File: src/rtl/fetch_unit.sv
// Instruction fetch/decode front end over a 1-cycle synchronous instruction memory.
// Optional jump support is enabled with `define FETCH_JUMP_EN.
module fetch_unit #(
    parameter int INS_MEMORY_SIZE  = 32,
    parameter int DATA_MEMORY_SIZE = 64,
    parameter int OPCODE_WIDTH     = 2,
    parameter int HALT_OPCODE      = 0,
    localparam int PC_W   = $clog2(INS_MEMORY_SIZE),
    localparam int ADDR_W = $clog2(DATA_MEMORY_SIZE),
    localparam int WIDTH  = OPCODE_WIDTH + 3 * ADDR_W
) (
    input  logic                    clk,
    input  logic                    reset,
    input  logic                    enable,
    output logic [PC_W-1:0]         imem_addr,
    input  logic [WIDTH-1:0]        imem_data,
    input  logic                    ready,
    output logic                    valid,
    output logic [OPCODE_WIDTH-1:0] opcode,
    output logic [ADDR_W-1:0]       dst,
    output logic [ADDR_W-1:0]       src2,
    output logic [ADDR_W-1:0]       src1,
    output logic [PC_W-1:0]         pc,
    output logic                    finished
`ifdef FETCH_JUMP_EN
    ,
    input  logic                    jump,
    input  logic [PC_W-1:0]         jump_target
`endif
);

    typedef enum logic [2:0] {
        IDLE,
        REQ,
        CAP,
        HOLD,
        DONE
    } state_t;

    localparam logic [PC_W-1:0] LAST_PC = PC_W'(INS_MEMORY_SIZE - 1);
    localparam logic [OPCODE_WIDTH-1:0] HALT = OPCODE_WIDTH'(HALT_OPCODE);

    state_t                  state_q, state_d;
    logic [PC_W-1:0]         pc_q, pc_d;
    logic                    valid_q, valid_d;
    logic                    finished_q, finished_d;
    logic [OPCODE_WIDTH-1:0] opcode_q, opcode_d;
    logic [ADDR_W-1:0]       dst_q, dst_d;
    logic [ADDR_W-1:0]       src2_q, src2_d;
    logic [ADDR_W-1:0]       src1_q, src1_d;

    always_comb begin
        state_d    = state_q;
        pc_d       = pc_q;
        valid_d    = valid_q;
        finished_d = finished_q;
        opcode_d   = opcode_q;
        dst_d      = dst_q;
        src2_d     = src2_q;
        src1_d     = src1_q;
        case (state_q)
            IDLE: begin
                if (enable) state_d = REQ;
            end
            REQ: begin
                state_d = CAP;
            end
            CAP: begin
                opcode_d = imem_data[WIDTH-1 -: OPCODE_WIDTH];
                dst_d    = imem_data[3*ADDR_W-1 -: ADDR_W];
                src2_d   = imem_data[2*ADDR_W-1 -: ADDR_W];
                src1_d   = imem_data[ADDR_W-1:0];
                valid_d  = 1'b1;
                state_d  = HOLD;
            end
            HOLD: begin
                if (ready) begin
                    valid_d = 1'b0;
                    if (opcode_q == HALT) begin
                        state_d    = DONE;
                        finished_d = 1'b1;
                    end
`ifdef FETCH_JUMP_EN
                    else if (jump) begin
                        // Out-of-range target ends the program rather than aliasing.
                        if ({1'b0, jump_target} >= (PC_W+1)'(INS_MEMORY_SIZE)) begin
                            state_d    = DONE;
                            finished_d = 1'b1;
                        end else begin
                            pc_d    = jump_target;
                            state_d = enable ? REQ : IDLE;
                        end
                    end
`endif
                    else if (pc_q == LAST_PC) begin
                        state_d    = DONE;
                        finished_d = 1'b1;
                    end else begin
                        pc_d    = pc_q + 1'b1;
                        state_d = enable ? REQ : IDLE;
                    end
                end
            end
            DONE: begin
                if (!enable) begin
                    state_d    = IDLE;
                    finished_d = 1'b0;
                    pc_d       = '0;
                end
            end
            default: begin
                state_d = IDLE;
            end
        endcase
    end

    always_ff @(posedge clk) begin
        if (reset) begin
            state_q    <= IDLE;
            pc_q       <= '0;
            valid_q    <= 1'b0;
            finished_q <= 1'b0;
            opcode_q   <= '0;
            dst_q      <= '0;
            src2_q     <= '0;
            src1_q     <= '0;
        end else begin
            state_q    <= state_d;
            pc_q       <= pc_d;
            valid_q    <= valid_d;
            finished_q <= finished_d;
            opcode_q   <= opcode_d;
            dst_q      <= dst_d;
            src2_q     <= src2_d;
            src1_q     <= src1_d;
        end
    end

    assign imem_addr = pc_q;
    assign pc        = pc_q;
    assign valid     = valid_q;
    assign finished  = finished_q;
    assign opcode    = opcode_q;
    assign dst       = dst_q;
    assign src2      = src2_q;
    assign src1      = src1_q;

endmodule
File: config.mk
export PLATFORM = sky130hd
export DESIGN_NAME = fetch_unit
export DESIGN_NICKNAME = d
export VERILOG_FILES = /design/src/rtl/fetch_unit.sv
export SDC_FILE = /design/constraint.sdc
export NUM_CORES = 1
export LEC_CHECK = 0
export BUFFER_PORTS_ARGS = -buffer_cell sky130_fd_sc_hd__buf_2
export CAP_MARGIN = 20
export CORE_MARGIN = 5
export CORE_UTILIZATION = 45
export DETAILED_ROUTE_END_ITERATION = 6
export MAX_ROUTING_LAYER = met4
export PLACE_DENSITY_LB_ADDON = 0.15
export SLEW_MARGIN = 20
export SYNTH_ARGS = -nofsm -noshare
export SYNTH_HDL_FRONTEND = slang
export SYNTH_SLANG_ARGS = --single-unit
File: constraint.sdc
create_clock -name clk -period 4.09 [get_ports clk]
set_clock_uncertainty 0.2 [all_clocks]
set_input_delay 0.6135 -clock clk [delete_from_list [all_inputs] [get_ports clk]]
set_output_delay 0.6135 -clock clk [all_outputs]
set_load 0.05 [all_outputs]
==> metrics, run 1 <==
outcome completed; Post-synth top flop dfxtp_1; first-pass GRT wire length 4920 µm; pre-CTS WS 2020 ps; core area between 0.002 and 0.003 mm²; Startpoint Class register; Fmax about 480 MHz; Mapped Avg Cell Area between 8 and 9 µm²; Synth Area in Adders 0.0195; non-filler instance count after layout 230; MaxCap Viol Count 0; XOR/XNOR Fraction of Synth Area 0; vias in the first global route between 1000 and 1500; Max-slew headroom 0.482; asr flop ratio synth 0; worst setup margin about 2000 ps; Clk Latency, worst-skew pair ~330 ps; crit-path max FO 10; Distinct cells, synth 32; Final Cycle Share 0.511; transition time of the tightest slew-check pin 776 ps; RD Place Congestion roughly 0.70; Routed WL per cell approximately 13 µm; layout cell share with drive strength beyond 1 0.347; crit path DAT 2130 ps; CTS H-tree lvls 2; IO Pins between 50 and 60; Worst R2R Start imem_addr[0]$_SDFFE_PP0P_; register area roughly 600 µm²; die area between 0.004 and 0.005 mm²; # setup viols final 0; Synth Area in Compound Gates 0.196; Slew Viols, Final 0; Cells after Synth 150; Iteration-0 DRC Markers 37; Avg Vias per Cell between 5 and 6; Cell Area, Synth between 0.001 and 0.0015 mm²; Die Ht between 60 and 70 µm; CTS clk-pin slew, worst paths around 90 ps; placed insts about 220; Area Growth Syn to Fin 26.9%; Hold Path Stages 2; CTS tree yes; post-route ant nets 0; clk buf depth 2; clk root buf clkbuf_4; starting density of the core 0.469; flops & latches, synth 30; CP Class register to register; Pleak roughly 0.76 nW; Power Dens Cells about 470 mW/mm²; Tightest Hold Check Type register to register; largest family of logic cells by synthesized area simple AND/OR/NAND/NOR gates; n_diodes 0; post-CTS sizing 0; total clock buffers created by CTS 5; final hold viol count 0; Simple-Gate Fraction of Synth Area 0.238; Crit. Startpoint imem_addr[0]$_SDFFE_PP0P_; Port Buffer Count 55; DR pass1 iterations 4; fillers roughly 260; Worst Hold Slack around 260 ps; min-delay src dst[4]$_SDFFE_PP0P_; Die X approximately 63 µm; Final #Nets around 220; Synth Net Count 176; CTS Hold Bufs 0; largest net degree at the start of global routing 30; Final min period between 2000 and 2500 ps; final setup TNS 0 ps; post-synthesis mux area share 0; Multi-input gate area roughly 590 µm²; Crit. End Element register; yosys warns 0; Residual DRC 0; reg2reg path depth 6; RSZ-0062 raised after global routing no; initial antenna violation count 0; VDD IR max 0.341 mV; final wirelength approximately 2900 µm; Site Rows 19; gr ovfl total 0; clock sinks 30; Setup Buffers After CTS 0; number of flops mapped to enable cells by yosys 0; hpwl dp approximately 2100 µm; Critical Path RT between 4000 and 5000 ps; sequential-to-total area share from yosys stat 0.469; Vias 1205; GRT Util Overall 0.155
-- path summary, 6_finish.rpt --
path,to,slack (ps)
max reg2reg,imem_addr[3]$_SDFFE_PP0P_,2000
min reg2reg,dst[4]$_SDFFE_PP0P_,260
min,dst[4]$_SDFFE_PP0P_,260
max,imem_addr[3]$_SDFFE_PP0P_,2000
-- per-stage QoR --
stage	area (µm²)	power, mW	util
after floorplan	1280	0.428	-
after global placement	1510	0.454	0.551
after detailed placement	1510	0.460	0.554
after CTS	1630	0.772	0.595
after global routing	1630	0.796	0.595
final	1630	0.760	0.595
-- synth_stat cells (2+ instances only) --
| library cell | instances | area, µm² |
|---|---|---|
| a21oi_1 | 25 | 125 |
| a31oi_1 | 3 | 18.8 |
| buf_2 | 4 | 20.0 |
| buf_4 | 6 | 45.0 |
| clkbuf_1 | 3 | 11.3 |
| dfxtp_1 | 30 | 601 |
| ha_1 | 2 | 25.0 |
| inv_1 | 3 | 11.3 |
| nand2_1 | 41 | 154 |
| nand3_1 | 3 | 15.0 |
| nand3b_1 | 2 | 15.0 |
| nor2_1 | 3 | 11.3 |
| o211ai_1 | 4 | 30.0 |
| o21ai_0 | 2 | 10.0 |
| or3b_1 | 2 | 17.5 |
-- logic make-up after synthesis --
group | count (synthesis)
compound gates | 41
flops | 30
simple gates | 60
fa+ha+maj | 2
buf+inv | 17
-- cell usage in the layout (no fill, tap or decap), types with 2 or more instances in the layout --
master,instances
nor2_1,3
a21oi_1,25
nand3_1,3
ha_1,2
a31oi_1,3
o21ai_0,2
buf_2,55
dfxtp_1,30
inv_1,3
or3b_1,2
clkbuf_4,5
nand3b_1,2
bufinv_16,2
o211ai_1,4
nand2_1,41
-- registers in the layout (all words and copies together) (netlist names) --
signal	flops
src1	6
dst	6
src2	6
valid	1
opcode	2
finished	1
imem_addr	5
state_q	3
-- power breakdown --
group	switching [mW]	total (mW)	leakage, nW	internal, mW
Clock	0.102	0.309	0.0585	0.207
Combinational	0.0931	0.129	0.460	0.0354
Sequential	0.0146	0.323	0.244	0.308
-- routing by layer --
metal  track usage  part of all wire  vias to the layer above
met5             -                 0                        -
li1              -                 -                      608
met2         0.263              0.49                       45
met3        0.0551             0.086                        5
met4        0.0701             0.013                        0
met1         0.158              0.41                      547
-- area by class of cell --
| type | count | share of cell area |
|---|---|---|
| clock buffer | 6 | 0.0316 |
| clock inverter | 2 | 0.0370 |
| inverter | 3 | 0.00693 |
| multi-input combinational | 103 | 0.362 |
| sequential | 30 | 0.370 |
| tap | 31 | 0.0239 |
| timing repair buffer | 55 | 0.169 |
-- critical path: stages (launching register included) --
cell and delay, ps:
dfxtp_1 370, ha_1 240, and3_1 190, ha_1 180
o21bai_2 270, o31a_1 330, a311oi_1 220
Power figures use the tool's default switching activity.
==> inputs of run 2 (changes only) <==
clock period = 2.1 ns   (was 4.09 ns; I/O delays follow)
==> metrics, run 2 (same netlist as run 1, synthesis figures left out) <==
routed length on met3 ~310 µm; Vias 1237; Site Rows 19; total clock buffers created by CTS 5; hpwl dp around 2300 µm; crit-path max FO 7; n_diodes 0; Final #Nets 229; transition time of the tightest slew-check pin ~630 ps; final setup TNS 0 ps; Area Growth Syn to Fin 27.7%; WL met1 between 1000 and 1500 µm; VDD IR max slightly above 0.6 mV; clk root buf clkbuf_4; most frequent cells in the layout buf_2, nand2_1, dfxtp_1; # setup viols final 0; CTS tree yes; CTS H-tree lvls 2; core area roughly 0.0027 mm²; Fmax 502 MHz; clk buf depth 2; Final min period around 2000 ps; final wirelength between 3000 and 4000 µm; outcome completed; Iteration-0 DRC Markers around 80; gr ovfl total 0; Startpoint Class register; Overall Power about 1.4 mW; GRT Util Overall 0.165; commonest non-fill, non-tap cell in the layout buf_2; DR pass1 iterations 4; first-pass GRT wire length 5260 µm; max layer used met4; Residual DRC 0; Avg Vias per Cell about 5.3; initial antenna violation count 0; CP Class register to register; Slew Viols, Final 0; Final Cycle Share 0.948; crit path DAT roughly 2000 ps; starting density of the core 0.469; Die X about 63 µm; post-route cell area about 0.0016 mm²; vias in the first global route approximately 1200; Post-DP Area around 0.0015 mm²; Pleak roughly 0.78 nW; MaxCap Viol Count 0; Crit. End Element register; Clk Latency, worst-skew pair 330 ps; clock sinks 30; CTS clk-pin slew, worst paths 100 ps; RSZ-0062 raised after global routing no; routed length on met2 ~1600 µm; Max-slew headroom 0.580; Port Buffer Count 55; Power Dens Cells 836 mW/mm²; IO Pins between 50 and 60; Critical Path RT roughly 2200 ps; post-route ant nets 0; die area roughly 0.004 mm²; Routed WL per cell about 13 µm; Tightest Hold Check Type input port to register; final hold viol count 0; Die Ht around 63 µm; RD Place Congestion between 0.7 and 0.8; layout cell share with drive strength beyond 1 0.369; largest net degree at the start of global routing 21
==> run 2: changes by cell type in the layout (fill, tap and decap cells not counted) <==
cell | before | now
o21bai_2 | 1 | 0
nor3b_2 | 0 | 1
buf_4 | 0 | 5
bufinv_16 | 2 | 1
nor3b_4 | 1 | 0
dfxtp_1 | 30 | 28
dfxtp_2 | 0 | 2
o21bai_4 | 0 | 1
==> run 2: cell type report <==
cell class                 count  area (µm²)
clock buffer                   6        51.3
clock inverter                 1        30.0
fill                         270        1100
inverter                       3        11.3
multi-input combinational    103         589
sequential                    30         603
tap                           31        38.8
timing repair buffer          60         313
==> run 2: layer usage <==
layer	track usage	vias up
met5	-	-
met4	0.0468	0
li1	-	620
met3	0.0728	4
met2	0.286	51
met1	0.168	562
==> run 2: where the power goes <==
| group | switching, mW | total, mW | internal (mW) |
|---|---|---|---|
| Sequential | 0.0262 | 0.626 | 0.600 |
| Combinational | 0.188 | 0.267 | 0.0789 |
| Clock | 0.198 | 0.475 | 0.277 |
==> run 2: timing repair <==
action | in CTS | in global routing
endpoints found under the setup margin | 0 | 1
buffers inserted | 0 | 0
gates resized for setup | 0 | 1
hold buffers | 0 | 0
==> run 2: critical path, cell delays in order (launching register included) <==
cell and delay (ps):
dfxtp_2 360, ha_1 230, and3_1 190, ha_1 180
o21bai_4 210, o31a_1 310, a311oi_1 230
==> run 2: path summary, 6_finish.rpt <==
kind                                  start                         to  slack [ps]  depth (start not counted)
setup / recovery  imem_addr[0]$_SDFFE_PP0P_  imem_addr[3]$_SDFFE_PP0P_         110                          6
hold / removal                imem_data[18]     opcode[0]$_SDFFE_PP0P_          10                          3
setup reg to reg  imem_addr[0]$_SDFFE_PP0P_  imem_addr[3]$_SDFFE_PP0P_         110                          6
hold reg to reg        src2[1]$_SDFFE_PP0P_       src2[1]$_SDFFE_PP0P_         260                          2
==> run 2: stage by stage <==
step / utilization / std cells / hold slack [ps] / setup slack [ps]
6_report: 0.599 / 234 / 11.4 / 110
5_1_grt: 0.599 / 234 / 3.17 / 11.6
4_1_cts: 0.596 / 234 / 4.74 / 54.0
3_5_place_dp: 0.566 / 227 / 246 / 84.6
3_3_place_gp: 0.566 / 227 / 238 / 152
2_1_floorplan: - / 150 / 223 / 36.4
